`src/rtl/cpu_pkg.sv`:
```
// Shared types and constants for the LEGv8 pipeline front end.
// Entry layout and fetch state are used by the fetch queue and its FIFO.
package cpu_pkg;

    localparam int INST_W = 32;
    localparam int ADDR_W = 64;
    localparam logic [ADDR_W-1:0] PC_STEP = 64'd4;

    typedef enum logic [0:0] {
        RUN    = 1'b0,
        SQUASH = 1'b1
    } fetch_state_e;

    typedef struct packed {
        logic [ADDR_W-1:0] pc;
        logic [INST_W-1:0] inst;
    } fetch_entry_t;

    function automatic logic [ADDR_W-1:0] word_align(
        input logic [ADDR_W-1:0] a
    );
        return {a[ADDR_W-1:2], 2'b00};
    endfunction

endpackage

```
`src/rtl/sync_fifo.sv`:
```
// Small synchronous FIFO with flush; head is read through a registered
// read pointer so the head word stays put until it is popped.
module sync_fifo #(
    parameter int WIDTH = 8,
    parameter int DEPTH = 4
) (
    input  logic                       clk,
    input  logic                       reset,
    input  logic                       push,
    input  logic                       pop,
    input  logic                       flush,
    input  logic [WIDTH-1:0]           wdata,
    output logic [WIDTH-1:0]           rdata,
    output logic [$clog2(DEPTH+1)-1:0] count,
    output logic                       empty,
    output logic                       full
);

    localparam int PW = $clog2(DEPTH);
    localparam int CW = $clog2(DEPTH+1);

    logic [WIDTH-1:0] mem [DEPTH];
    logic [PW-1:0]    wr_ptr;
    logic [PW-1:0]    rd_ptr;

    assign empty = (count == '0);
    assign full  = (count == CW'(DEPTH));
    assign rdata = mem[rd_ptr];

    // Storage needs no reset; validity is tracked by count.
    always_ff @(posedge clk) begin
        if (push) begin
            mem[wr_ptr] <= wdata;
        end
    end

    always_ff @(posedge clk) begin
        if (reset || flush) begin
            wr_ptr <= '0;
            rd_ptr <= '0;
            count  <= '0;
        end else begin
            if (push) begin
                wr_ptr <= wr_ptr + 1'b1;
            end
            if (pop) begin
                rd_ptr <= rd_ptr + 1'b1;
            end
            count <= count + CW'(push) - CW'(pop);
        end
    end

endmodule

```
`src/rtl/if_fetch_queue.sv`:
```
// LEGv8 fetch front end: PC generation, credit-limited imem requests,
// in-order instruction queue and wrong-path squash on branch redirect.
module if_fetch_queue
    import cpu_pkg::*;
#(
    parameter int          DEPTH           = 4,
    parameter logic [63:0] RESET_PC        = 64'h0,
    parameter int          MAX_OUTSTANDING = 2
) (
    input  logic        clk,
    input  logic        reset,
    output logic        imem_req,
    output logic [63:0] imem_addr,
    input  logic        imem_gnt,
    input  logic        imem_rvalid,
    input  logic [31:0] imem_rdata,
    input  logic        redirect,
    input  logic [63:0] redirect_pc,
    output logic        out_valid,
    input  logic        out_ready,
    output logic [63:0] out_pc,
    output logic [31:0] out_inst
);

    localparam int OW = $clog2(MAX_OUTSTANDING+1);
    localparam int CW = $clog2(DEPTH+1);
    localparam int SW = ((OW > CW) ? OW : CW) + 1;

    logic [OW-1:0]     outstanding;
    logic [OW-1:0]     outstanding_nxt;
    logic [OW-1:0]     discard_cnt;
    logic [CW-1:0]     q_count;
    logic [SW-1:0]     credit_used;
    logic [ADDR_W-1:0] fetch_pc;
    logic [ADDR_W-1:0] resp_pc;
    logic [ADDR_W-1:0] target;
    fetch_state_e      state;
    fetch_entry_t      q_wdata;
    fetch_entry_t      q_head;
    logic              accept;
    logic              squashing;
    logic              drop;
    logic              q_push;
    logic              q_pop;
    logic              q_empty;
    logic              q_full;

    // Slots are reserved at request time, so a response always fits.
    assign credit_used = SW'(q_count) + SW'(outstanding);
    assign imem_req    = !reset
                       && (credit_used < SW'(DEPTH))
                       && (outstanding < OW'(MAX_OUTSTANDING));
    assign imem_addr   = fetch_pc;
    assign accept      = imem_req && imem_gnt;

    assign squashing = (state == SQUASH) && (discard_cnt != '0);
    assign drop      = redirect || squashing;
    assign q_pop     = out_valid && out_ready;
    assign q_push    = imem_rvalid && !drop && (!q_full || q_pop);
    assign q_wdata   = '{pc: resp_pc, inst: imem_rdata};

    assign outstanding_nxt = outstanding + OW'(accept) - OW'(imem_rvalid);
    assign target          = word_align(redirect_pc);

    assign out_valid = !q_empty;
    assign out_pc    = q_empty ? '0 : q_head.pc;
    assign out_inst  = q_empty ? '0 : q_head.inst;

    sync_fifo #(
        .WIDTH ($bits(fetch_entry_t)),
        .DEPTH (DEPTH)
    ) u_fifo (
        .clk   (clk),
        .reset (reset),
        .push  (q_push),
        .pop   (q_pop),
        .flush (redirect),
        .wdata (q_wdata),
        .rdata (q_head),
        .count (q_count),
        .empty (q_empty),
        .full  (q_full)
    );

    always_ff @(posedge clk) begin
        if (reset) begin
            fetch_pc    <= RESET_PC;
            resp_pc     <= RESET_PC;
            outstanding <= '0;
            discard_cnt <= '0;
            state       <= RUN;
        end else begin
            outstanding <= outstanding_nxt;
            if (redirect) begin
                // Everything still in flight after this edge is wrong-path.
                fetch_pc    <= target;
                resp_pc     <= target;
                discard_cnt <= outstanding_nxt;
                state       <= (outstanding_nxt != '0) ? SQUASH : RUN;
            end else begin
                if (accept) begin
                    fetch_pc <= fetch_pc + PC_STEP;
                end
                if (imem_rvalid) begin
                    if (squashing) begin
                        discard_cnt <= discard_cnt - 1'b1;
                    end else begin
                        resp_pc <= resp_pc + PC_STEP;
                    end
                end
                unique case (state)
                    RUN: state <= RUN;
                    SQUASH: begin
                        if (!squashing
                            || (imem_rvalid && discard_cnt == OW'(1))) begin
                            state <= RUN;
                        end
                    end
                    default: state <= RUN;
                endcase
            end
        end
    end

endmodule

```
`config.mk`:
```
export PLATFORM = sky130hd
export DESIGN_NAME = if_fetch_queue
export DESIGN_NICKNAME = d
export VERILOG_FILES = /design/src/rtl/cpu_pkg.sv /design/src/rtl/sync_fifo.sv /design/src/rtl/if_fetch_queue.sv
export SDC_FILE = /design/constraint.sdc
export NUM_CORES = 1
export LEC_CHECK = 0
export CAP_MARGIN = 20
export CORE_ASPECT_RATIO = 1.25
export CORE_UTILIZATION = 36
export CTS_CLUSTER_SIZE = 20
export DETAILED_ROUTE_END_ITERATION = 6
export PLACE_DENSITY_LB_ADDON = 0.08
export SETUP_SLACK_MARGIN = 0.15
export SYNTH_ARGS = -nofsm -noshare
export SYNTH_HDL_FRONTEND = slang
export SYNTH_SLANG_ARGS = --single-unit
```
`constraint.sdc`:
```
create_clock -name clk -period 8.3 [get_ports clk]
set_input_delay 1.245 -clock clk [delete_from_list [all_inputs] [get_ports clk]]
set_output_delay 1.245 -clock clk [all_outputs]
set_load 0.01 [all_outputs]
```
# Word level (Yosys, flattened, before mapping)
# Memory sizes are Yosys's and may differ from the RTL's. A register that Yosys moved wholly into a read port is not among the register bits.
# Cells that the tools add are included.
# totals
ramBits	384
out_inout_bits	162
wordCells	73
regBits	140
memories	1
input_bits	102
# mem_list
name	words	width	read_ports	rd_clocked_by_memory_dff	write_ports	line_no	source
u_fifo.mem	4	96	1	1	1	sync_fifo.sv:22	logic [WIDTH-1:0] mem [DEPTH];
# classes
mux	18
magnitude_cmp	2
reduce_logical	27
addsub	10
n_bitwise	2
eq_ne	3
# op_table
cell	count
$mux 64	6
$add 64x3->64 const B	2
$mux 32	1
$mux 2	5
$reduce_bool 2->1	5
$logic_and 1x1->1	8
$reduce_and 2->1	3
$logic_not 1->1	5
$mux 1	5
$add 2x1->2 const B	2
$add 3x2->4	1
$logic_or 1x1->1	4
$lt 4x3->1 const B	1
$add 3x1->3	1
$eq 3x3->1 const B	1
$logic_not 3->1	1
$sub 3x1->3	1
$add 2x1->2	1
$eq 2x1->1 const B	1
$lt 2x2->1 const B	1
$ne 2x2->1 const B	1
$not 1->1	2
$pmux 1 s2	1
$reduce_or 2->1	1
2 further kinds	2

# Logic depth before layout (Yosys ltp)
# depth
word_depth	10
ltp_mapped	13
mapped_depth_nobuf	12

# Hierarchy
# A second synthesis with hierarchy kept.
# hier_totals
cells_unflattened	1642
hier_area_um2	22736.8
# modules_own_cells
mod	area_per_inst_um2	seq_area_each_um2	instances	cells_each
sync_fifo	14310.0	11711.2	1	548
if_fetch_queue	8426.8	2582.5	1	1094

# Worst setup path after synthesis
# Ideal clock, no wire load.
# synth_path
path_type	input to register
startpoint	input redirect
endpoint	memory u_fifo.mem[0][0] (netlist name) (enable)
setup_ps	463
required_ps	7837
path_buffers	1
path_stages	3
arrival_ps	4166
path_slack_ps	3671
path_cell_list	clkbuf_1 nor3_1 and2_1
# synth_via
elab_chain_cells	6
# synth_rtl
element	line_no	source
start: declaration	if_fetch_queue.sv:17	input logic redirect,
$logic_or 1x1->1	if_fetch_queue.sv:57	assign drop = redirect || squashing;
$logic_not 1->1	if_fetch_queue.sv:59	assign q_push = imem_rvalid && !drop && (!q_full || q_pop);
$logic_and 1x1->1 (2 in a row)	if_fetch_queue.sv:59	
net q_push	if_fetch_queue.sv:43	logic q_push;
$mux 1	sync_fifo.sv:32	if (push) begin
$mux 1 (not written as such)	sync_fifo.sv:33	mem[wr_ptr] <= wdata;
end: declaration	sync_fifo.sv:22	
# The timed path passes the listed nets, and every way through them passes these cells.

==> flow_metrics.tcl <==
set metrics [dict create \
    status "completed" \
    drt_iter0_markers 856 \
    synth_area_leader_cell "edfxtp_1" \
    skew_ps 15.1 \
    cp_max_fo 44 \
    die_w_um 225 \
    ys.flop_type "edfxtp_1" \
    antenna_found_initial 0 \
    max_stage_delay_ps 940 \
    power_density_mw_per_mm2 214 \
    synth_area_mm2 0.0224 \
    slew_headroom_pct 30.7 \
    portBuffers 257 \
    grt-ovfl-total 0 \
    finalHoldViolCount 0 \
    grt_usage_pct 19.2 \
    slowest_stage "dfxtp_4" \
    ff2ff_path_depth 7 \
    clkTransAtPathRegs_ps 60 \
    grt_start_max_net_pins 97 \
    dr.pass1.iters 5 \
    tritoncts "yes" \
    area_growth_pct 22.7 \
    hp-class "reg2reg" \
    sequentialPowerShare_pct 50.1 \
    dp_hpwl_um 40200 \
    yosysWarnings 0 \
    cts_buffer_depth 3 \
    holdPathStages 2 \
    p_comb_share_pct 10.2 \
    worstSetupPathType "reg2out" \
    die_h_um 281 \
    worst-endpoint-required_ps 7050 \
    arrival_ps 3630 \
    hold_buffers 0 \
    grt_pass1_wl_um 91400 \
    clk-insertion-delay-late_ps 600 \
    worst_pin_slew_ps 1040 \
    drive_above_1_share_pct 11.6 \
    routed_wl_um 61100 \
    synthArstFlopShare_pct 0 \
    postCtsSetupRepairBufs 0 \
    total_power_mw 5.90 \
    fin_crit_ps 4870 \
    rsz0062_at_grt "no" \
    cp-start-kind "flip-flop" \
    multi_input_area_mm2 0.00771 \
    layout.nets 2001 \
    antenna_cells 0 \
    synth_area_leaders "edfxtp_1, dfxtp_1, mux4_2, and2_1, a21boi_0" \
    setup_viol 0 \
    drc 0 \
    p_sw_share_pct 23.6 \
    leakage_nw 8.93 \
    yosysSeqAreaShare_pct 62.6 \
    r2r_end "u_fifo.mem[1][71]" \
    place_inst 2652 \
    period_share_pct 58.7 \
    vias 14600 \
    finalNonFillerCells 2753 \
    ant_nets 0 \
    synth_top_area_share_pct 50.3 \
    end_kind "primary output" \
    n_fill_cell 5661 \
    ff2ff_setup_slack_ps 4530 \
    synth_cells 1638 \
    synth_cell_type_count 61 \
    cap_violations 0 \
    start_util_pct 36.7 \
    htree_levels 2 \
    hp-start "u_fifo.rd_ptr[1]" \
    cts_sinks 514 \
    setup_tns_ps 0 \
    post_drt_via_cell_ratio 5.29 \
    yosys_register_bits 514 \
    worstReg2RegStart "discard_cnt[0]" \
    p_int_mw 4.51 \
    core_mm2 0.0612 \
    routedWlPerCell_um 22.2 \
    cts_root_buf "clkbuf_16" \
    die_area_mm2 0.0633 \
    p_sw_mw 1.39 \
    cts_resized 0 \
    ir_drop_mv 0.123 \
    globalplace.congestion 0.826 \
    synth_area_per_cell_um2 13.7 \
    final-seq-area_mm2 0.0141 \
    maxSlewViolCount 0 \
    cts_made_buffers 55 \
    num_rows 101 \
    crit_chain "buf_4 -> mux4_2 -> and2_1 -> clkdlybuf4s50_1" \
    fmax_mhz 205 \
    io_pins 264 \
    grt_pass1_vias 14900 \
    synth-edff-count 376 \
    clock_power_share_pct 39.8 \
]
-- Yosys cell counts, types with 2 or more instances --
master and n:
nand4_2 6, nor4_2 2, nor4_4 3, nand4_1 63, mux2i_1 7, nor2b_1 3, and2_1 106, or2_2 5
nor4b_1 8, o21bai_1 3, xnor2_1 31, buf_4 5, a211oi_1 26, a31oi_1 4, a21bo_2 2, mux4_2 94
and3_1 20, a21boi_0 59, nor3_1 35, nand4b_1 3, o21a_1 13, nand3_1 53, nand2_1 75, dfxtp_1 138
a21oi_1 62, o311ai_0 11, o21ai_0 12, and4_1 10, or4_1 4, buf_2 13, edfxtp_1 376, inv_1 87
o311a_1 2, or3_1 8, nor4_1 42, nor2_1 64, buf_1 8, clkbuf_1 58, xor2_1 42, o31ai_1 7
o31a_1 36, ha_1 13
-- worst max-delay path by stage --
| stage | slack (ps) | cells past startpoint | startpoint | end |
|---|---|---|---|---|
| 5_1_grt | 3050 | 4 | flip-flop | out_pc[17] |
| 6_report | 3430 | 4 | flip-flop | out_pc[23] |
| 3_5_place_dp | 3320 | 5 | imem_rvalid | u_fifo.mem[3][81] |
| 4_1_cts | 3180 | 4 | flip-flop | out_pc[20] |
| 3_3_place_gp | 3360 | 5 | imem_rvalid | u_fifo.mem[3][2] |
| 2_1_floorplan | 3670 | 3 | redirect | u_fifo.mem[0][0] |
-- metrics by stage --
stage	instance area (um^2)	worst slack (ps)	hold WS, ps	util (%)
after floorplan	22400	3670	485	-
after global placement	25800	3360	503	42.2
after detailed placement	25800	3320	509	42.2
after CTS	27500	3180	535	45.0
after global routing	27500	3050	577	45.0
final	27500	3430	527	45.0
-- cell usage in the layout (no fill, tap or decap), types with 13 or more instances in the layout --
cell type	Yosys	layout
a211oi_1	26	26
a21boi_0	59	59
a21oi_1	62	62
and2_1	106	102
and3_1	20	20
buf_4	5	16
clkbuf_1	58	18
clkbuf_16	0	56
clkdlybuf4s50_1	0	255
clkinv_2	0	13
dfxtp_1	138	136
edfxtp_1	376	376
ha_1	13	13
inv_1	87	86
mux4_2	94	94
nand2_1	75	75
nand3_1	53	53
nand4_1	63	63
nor2_1	64	64
nor3_1	35	35
nor4_1	42	42
o21a_1	13	13
o31a_1	36	36
xnor2_1	31	31
xor2_1	42	42
-- cells by family after synthesis --
family,Yosys count,share of synthesized area (%)
mux,101,9.75
xor+xnor,73,2.85
other cells,1,0.0167
flops,514,62.6
buf+inv,173,3.08
simple gates,522,13.3
compound gates,240,7.52
fa+ha+maj,14,0.814
-- worst max-delay path: cells and delay by family (launching register included) --
| kind | cells | cell delay, ps |
|---|---|---|
| buf+inv | 2 | 1300 |
| simple gates | 1 | 170 |
| flops | 1 | 940 |
| mux | 1 | 590 |
-- routing by layer --
layer	global-route usage, %	up-vias	share of wire [%]
li1	-	6784	-
met1	25.6	7308	44
met2	31.6	389	48
met3	3.36	95	5.0
met4	6.35	0	2.9
met5	0	-	0
-- layout make-up --
| cell class | instances | area share (%) |
|---|---|---|
| clock buffers | 77 | 5.44 |
| clock inverters | 24 | 0.764 |
| inverters | 88 | 1.20 |
| multi-input cells | 954 | 28.0 |
| flip-flops and latches | 514 | 51.1 |
| well taps | 824 | 3.75 |
| repair buffers | 272 | 9.73 |
-- registers in the layout, indices dropped and copies added, names as in the netlist, named ones only --
register and count:
u_fifo.rd_ptr 2, state 1, u_fifo.mem 376, discard_cnt 2, u_fifo.count 3, u_fifo.wr_ptr 2, imem_addr 62, outstanding 2
resp_pc 62
-- power groups by stage --
| stage | clock network (mW) | logic [mW] | registers [mW] |
|---|---|---|---|
| after global placement | 0 | 0.608 | 3.00 |
| after global routing | 2.51 | 0.656 | 2.97 |
| after detailed placement | 0 | 0.612 | 3.01 |
| after CTS | 2.43 | 0.616 | 2.95 |
| after floorplan | 0 | 0.307 | 2.97 |
| final | 2.35 | 0.600 | 2.95 |
Power figures use the tool's default switching activity.
